==> src/rtl/matmul_seq_ctrl.sv <==
// matmul_seq_ctrl: sequencing controller for R = A(MxK) * B(KxP).
// Owns the loop counters, drives the A/B/R memory addresses, the external
// MAC unit controls, and the operand-in / result-out handshakes.
//
// Handshake rule (both streams): a word transfers on a rising edge where valid
// and ready are both high. in_ready depends only on state, never on in_valid.
// While out_valid is high and out_ready low, r_addr (and therefore the
// combinationally read R data) is held stable until the transfer happens.
module matmul_seq_ctrl #(
  parameter int M    = 2,
  parameter int K    = 2,
  parameter int P    = 2,
  parameter int AW_A = (M * K > 1) ? $clog2(M * K) : 1,
  parameter int AW_B = (K * P > 1) ? $clog2(K * P) : 1,
  parameter int AW_R = (M * P > 1) ? $clog2(M * P) : 1
) (
  input  logic            clk,
  input  logic            rst,
  input  logic            start,
  output logic            busy,
  output logic            done,
  input  logic            in_valid,
  output logic            in_ready,
  output logic            a_we,
  output logic [AW_A-1:0] a_waddr,
  output logic            b_we,
  output logic [AW_B-1:0] b_waddr,
  output logic [AW_A-1:0] a_raddr,
  output logic [AW_B-1:0] b_raddr,
  output logic            mac_en,
  output logic            mac_clr,
  output logic            r_we,
  output logic [AW_R-1:0] r_addr,
  output logic            out_valid,
  input  logic            out_ready,
  output logic            out_last,
  output logic [2:0]      dbg_state
);

  localparam int IW  = (M > 1) ? $clog2(M) : 1;
  localparam int JW  = (P > 1) ? $clog2(P) : 1;
  localparam int KW  = (K > 1) ? $clog2(K) : 1;
  localparam int LW0 = (AW_A > AW_B) ? AW_A : AW_B;
  localparam int LW  = (LW0 > AW_R) ? LW0 : AW_R;

  typedef enum logic [2:0] {
    S_IDLE    = 3'd0,
    S_LOAD_A  = 3'd1,
    S_LOAD_B  = 3'd2,
    S_COMPUTE = 3'd3,
    S_SAVE    = 3'd4,
    S_DELIVER = 3'd5
  } state_t;

  state_t          r_state;
  state_t          w_next;
  logic [IW-1:0]   r_i;
  logic [JW-1:0]   r_j;
  logic [KW-1:0]   r_k;
  logic [LW-1:0]   r_idx;     // load index in LOAD_A/B, delivery index in DELIVER
  logic [AW_A-1:0] r_a_base;  // i*K
  logic [AW_A-1:0] r_a_rd;    // i*K + k
  logic [AW_B-1:0] r_b_rd;    // k*P + j
  logic [AW_R-1:0] r_res;     // i*P + j (row-major result position)
  logic            r_done;

  logic w_load_a_end;
  logic w_load_b_end;
  logic w_k_last;
  logic w_j_last;
  logic w_elem_last;
  logic w_out_last;

  assign w_load_a_end = (r_idx == LW'(M * K - 1));
  assign w_load_b_end = (r_idx == LW'(K * P - 1));
  assign w_out_last   = (r_idx == LW'(M * P - 1));
  assign w_k_last     = (r_k == KW'(K - 1));
  assign w_j_last     = (r_j == JW'(P - 1));
  assign w_elem_last  = w_j_last && (r_i == IW'(M - 1));

  assign busy      = (r_state != S_IDLE);
  assign done      = r_done;
  assign dbg_state = r_state;

  // State register and the one-cycle done pulse after the final result transfer.
  always_ff @(posedge clk) begin
    if (rst) begin
      r_state <= S_IDLE;
      r_done  <= 1'b0;
    end else begin
      r_state <= w_next;
      r_done  <= (r_state == S_DELIVER) && out_ready && w_out_last;
    end
  end

  // Loop counters and stride-based address registers.
  always_ff @(posedge clk) begin
    if (rst) begin
      r_i      <= '0;
      r_j      <= '0;
      r_k      <= '0;
      r_idx    <= '0;
      r_a_base <= '0;
      r_a_rd   <= '0;
      r_b_rd   <= '0;
      r_res    <= '0;
    end else begin
      case (r_state)
        S_IDLE: begin
          if (start) begin
            r_i      <= '0;
            r_j      <= '0;
            r_k      <= '0;
            r_idx    <= '0;
            r_a_base <= '0;
            r_a_rd   <= '0;
            r_b_rd   <= '0;
            r_res    <= '0;
          end
        end
        S_LOAD_A: begin
          if (in_valid) r_idx <= w_load_a_end ? '0 : r_idx + LW'(1);
        end
        S_LOAD_B: begin
          if (in_valid) begin
            if (w_load_b_end) begin
              r_idx    <= '0;
              r_i      <= '0;
              r_j      <= '0;
              r_k      <= '0;
              r_a_base <= '0;
              r_a_rd   <= '0;
              r_b_rd   <= '0;
              r_res    <= '0;
            end else begin
              r_idx <= r_idx + LW'(1);
            end
          end
        end
        S_COMPUTE: begin
          // Values left after the last k are overwritten in SAVE.
          r_k    <= r_k + KW'(1);
          r_a_rd <= r_a_rd + AW_A'(1);
          r_b_rd <= r_b_rd + AW_B'(P);
        end
        S_SAVE: begin
          r_k   <= '0;
          r_res <= r_res + AW_R'(1);
          if (w_j_last) begin
            r_j      <= '0;
            r_i      <= r_i + IW'(1);
            r_a_base <= r_a_base + AW_A'(K);
            r_a_rd   <= r_a_base + AW_A'(K);
            r_b_rd   <= '0;
          end else begin
            r_j    <= r_j + JW'(1);
            r_a_rd <= r_a_base;
            r_b_rd <= AW_B'(r_j) + AW_B'(1);
          end
        end
        S_DELIVER: begin
          if (out_ready) r_idx <= w_out_last ? '0 : r_idx + LW'(1);
        end
        default: ;
      endcase
    end
  end

  // Next-state and all datapath/handshake outputs, decoded from state.
  always_comb begin
    w_next    = r_state;
    in_ready  = 1'b0;
    a_we      = 1'b0;
    a_waddr   = '0;
    b_we      = 1'b0;
    b_waddr   = '0;
    a_raddr   = '0;
    b_raddr   = '0;
    mac_en    = 1'b0;
    mac_clr   = 1'b0;
    r_we      = 1'b0;
    r_addr    = '0;
    out_valid = 1'b0;
    out_last  = 1'b0;
    case (r_state)
      S_IDLE: begin
        if (start) w_next = S_LOAD_A;
      end
      S_LOAD_A: begin
        in_ready = 1'b1;
        a_we     = in_valid;
        a_waddr  = r_idx[AW_A-1:0];
        if (in_valid && w_load_a_end) w_next = S_LOAD_B;
      end
      S_LOAD_B: begin
        in_ready = 1'b1;
        b_we     = in_valid;
        b_waddr  = r_idx[AW_B-1:0];
        if (in_valid && w_load_b_end) w_next = S_COMPUTE;
      end
      S_COMPUTE: begin
        a_raddr = r_a_rd;
        b_raddr = r_b_rd;
        mac_en  = 1'b1;
        mac_clr = (r_k == '0);
        if (w_k_last) w_next = S_SAVE;
      end
      S_SAVE: begin
        r_we   = 1'b1;
        r_addr = r_res;
        w_next = w_elem_last ? S_DELIVER : S_COMPUTE;
      end
      S_DELIVER: begin
        out_valid = 1'b1;
        r_addr    = r_idx[AW_R-1:0];
        out_last  = w_out_last;
        if (out_ready && w_out_last) w_next = S_IDLE;
      end
      default: w_next = S_IDLE;
    endcase
  end

endmodule

==> config.mk <==
export PLATFORM = sky130hd
export DESIGN_NAME = matmul_seq_ctrl
export DESIGN_NICKNAME = d
export VERILOG_FILES = /design/src/rtl/matmul_seq_ctrl.sv
export SDC_FILE = /design/constraint.sdc
export NUM_CORES = 1
export LEC_CHECK = 0
export CAP_MARGIN = 20
export CELL_PAD_IN_SITES_DETAIL_PLACEMENT = 1
export CELL_PAD_IN_SITES_GLOBAL_PLACEMENT = 1
export CORE_MARGIN = 3
export CORE_UTILIZATION = 34
export DETAILED_ROUTE_END_ITERATION = 6
export GPL_ROUTABILITY_DRIVEN = 0
export PLACE_DENSITY_LB_ADDON = 0.05
export SLEW_MARGIN = 40
export SYNTH_ARGS = -nofsm -noshare
export SYNTH_HDL_FRONTEND = slang
export SYNTH_SLANG_ARGS = --single-unit
==> constraint.sdc <==
create_clock -name clk -period 1.83 [get_ports clk]
set_input_delay 0.2745 -clock clk [delete_from_list [all_inputs] [get_ports clk]]
set_output_delay 0.2745 -clock clk [all_outputs]
set_load 0.1 [all_outputs]
==> out/summary.txt <==
Outcome = finished, final reports clean
Final setup viols = 0
Mapped Cells = 117
Data arrival time of the worst path = 1.51 ns
I/O pin count = 28
Clock skew = 0.00505 ns
Area after DPL = 1620 µm²
Fin. Hold Viols = 0
Synth warnings = 0
Residual DRC count = 0
Worst-Margin Slew = 0.319 ns
Reg area = 332 µm²
Distinct cells, synth = 41
GRT Util Overall = 17.3%
Clock root buffer = clkbuf_4
CTS Buf Count = 3
Fill count = 302
Worst slew margin relative to its limit = 78.2%
Layout cell share with drive strength beyond 1 = 48.4%
Peak supply drop = 1.15 mV
Fin crit period = 1.79 ns
Largest net degree at the start of global routing = 13
CTS H-tree lvls = 1
Vias in the first global route = 1,008
Final #Nets = 165
Die Y = 60.6 µm
Pre-Repair DR Iteration Count = 4
Die width = 60.6 µm
Number of port buffers = 27
CTS tree = done
RSZ-0062 raised after global routing = yes
Setup crit end kind = primary output
Worst EP required = 1.56 ns
DRT antenna net count = 0
Slowest cell on crit path = dfxtp_4
Hpwl dp = 2.07 mm
PD cells = 1340 nW/µm²
Starting Density = 36.2%
Hold slack = 0.477 ns
Antenna violations before repair = 0
Total Wirelength = 3.00 mm
Clock Sinks = 16
Die area = 3680 µm²
Post-DR vias/cell = 5.41
Site Rows = 19
Max Cap Viol = 0
Vias = 1,018
Wire per inst = 15.9 µm
Worst-path maximum fanout = 5
Overflow after GRT = 0
DRT iter0 DRCs = 39
Crit-path cells = or2b_4 > nor2_4 > and2_4 > buf_12
Synth Cell Area = 1010 µm²
Clock Latency Late Sink = 0.30 ns
Max Slew Vio Count = 0
FFs w/ async S/R, synth = 0%
Static Leakage = 0.725 nW
Clk buf depth = 2
FF+latch count, synth = 16
Mean post-synth cell area = 8.67 µm²
Worst min-delay path class = reg -> reg
Type of origin of the critical path = flip-flop
Area of the multi-input gates = 719 µm²
CP peak stage delay = 0.38 ns
Clock slew at reported path FFs = 0.10 ns
Syn Nets = 124
Register area share after synthesis = 31.6%
First-pass GRT wire length = 4.82 mm
Part of the cycle the worst path needs = 97.6%
Layout area overhead = 71.9%
Post-synth EDFFs = 0
Dominant register cell in the synthesized netlist = dfxtp_1
Peak Freq = 0.560 GHz
Final antenna diode count = 0
Final instance area = 1740 µm²
Crit Path Category = reg -> out
Core area = 2810 µm²
## power by group
part | total, W | leakage, nW | switching, W | internal [W]
sequential | 0.000470 | 0.132 | 0.0000690 | 0.000401
clock | 0.000205 | 0.0150 | 0.000120 | 0.0000850
combinational | 0.00166 | 0.578 | 0.000995 | 0.000662
## final cells by class
class	instances	area share, %
Tap cell	31	2.22
Multi-Input combinational cell	91	41.2
Clock buffer	4	1.51
Sequential cell	16	19.0
Inverter	4	1.36
Timing Repair Buffer	42	34.6
## state kept, by name (all words and copies together), names as in the netlist
register and cells:
dbg_state 3, r_a_rd 2, r_b_rd 2, r_idx 2, r_res 2, done 1
r_a_base 1, r_i 1, r_j 1, r_k 1
## critical path, delay by kind of cell, from the launching register on
| kind | cells | cell delay, ns |
|---|---|---|
| buffers and inverters | 1 | 0.16 |
| and+or+nand+nor | 3 | 0.68 |
| DFF | 1 | 0.38 |
## logic make-up after synthesis
kind of cell / share of synthesized area [%]
compound gates: 24.0
xor+xnor: 1.73
fa+ha+maj: 2.47
buf+inv: 6.29
flops: 31.6
mux: 5.67
simple gates: 28.2
## per-layer routing
layer	vias up	track usage (%)	routed length, µm
li1	495	-	-
met4	0	4.95	57
met3	8	4.68	123
met1	486	23.7	1410
met2	29	26.6	1400
met5	-	0	0
## cells in the final DEF (no fill, tap or decap), types with 2 or more instances in the layout
cell,count
buf_4,15
buf_12,22
dfxtp_1,13
mux2_2,2
nand2b_1,2
inv_1,2
and3_2,2
ha_1,2
dfxtp_4,3
o2bb2ai_4,2
nand2_1,6
and2_4,5
o21bai_1,2
nor2_1,13
o21ai_0,5
a22o_4,2
xor2_1,2
and2_2,2
mux2i_1,2
or3b_4,2
clkdlybuf4s50_1,4
a21oi_1,15
nor2_4,2
clkbuf_4,3
nand3b_1,3
## synth_stat cells, drive strengths merged, types with 2 or more instances
library cell  instances  area [µm²]
nand3b                3        22.5
nand2b                2        12.5
mux2                  3        37.5
and3                  4        25.0
dfxtp                16         320
and2                  7        43.8
ha                    2        25.0
xor2                  2        17.5
nand2                 6        22.5
o21bai                2        15.0
a21oi                16        83.8
clkbuf                2        17.5
mux2i                 2        20.0
o2bb2ai               2        55.1
or3b                  2        20.0
inv                   4        15.0
a22o                  2        17.5
o21ai                 6        30.0
buf                   4        31.3
nor2                 16        60.1
## final timing paths
| check | start | end | slack [ns] | depth (start not counted) |
|---|---|---|---|---|
| worst min-delay path | r_a_base[1] | r_a_base[1] | 0.48 | 2 |
| worst max register to register | r_idx[0] | dbg_state[2] | 0.17 | 5 |
| worst max-delay path | dbg_state[0] | out_last | 0.04 | 4 |
| worst min register to register | r_a_base[1] | r_a_base[1] | 0.48 | 2 |
## what timing repair did
action / 4_1_cts / 5_1_grt
hold endpoints to repair: 0 / 0
setup endpoints to repair: 5 / 10
hold buffers: 0 / 0
gates resized for setup: 1 / 4
pin swaps: 1 / 2
buffers inserted: 5 / 6
## stage by stage
step	util [%]	setup slack (ns)	setup TNS [ns]	total power [W]	instances
after floorplan	-	-0.442	-3.48	0.00159	117
after global placement	57.6	0.0930	0	0.00198	173
after detailed placement	57.6	0.0379	0	0.00200	173
after CTS	60.0	0.00493	0	0.00227	182
after global routing	62.2	-0.0241	-0.0334	0.00245	188
final	62.2	0.0447	0	0.00233	188
Note: power is estimated with default switching activity, not from simulation.
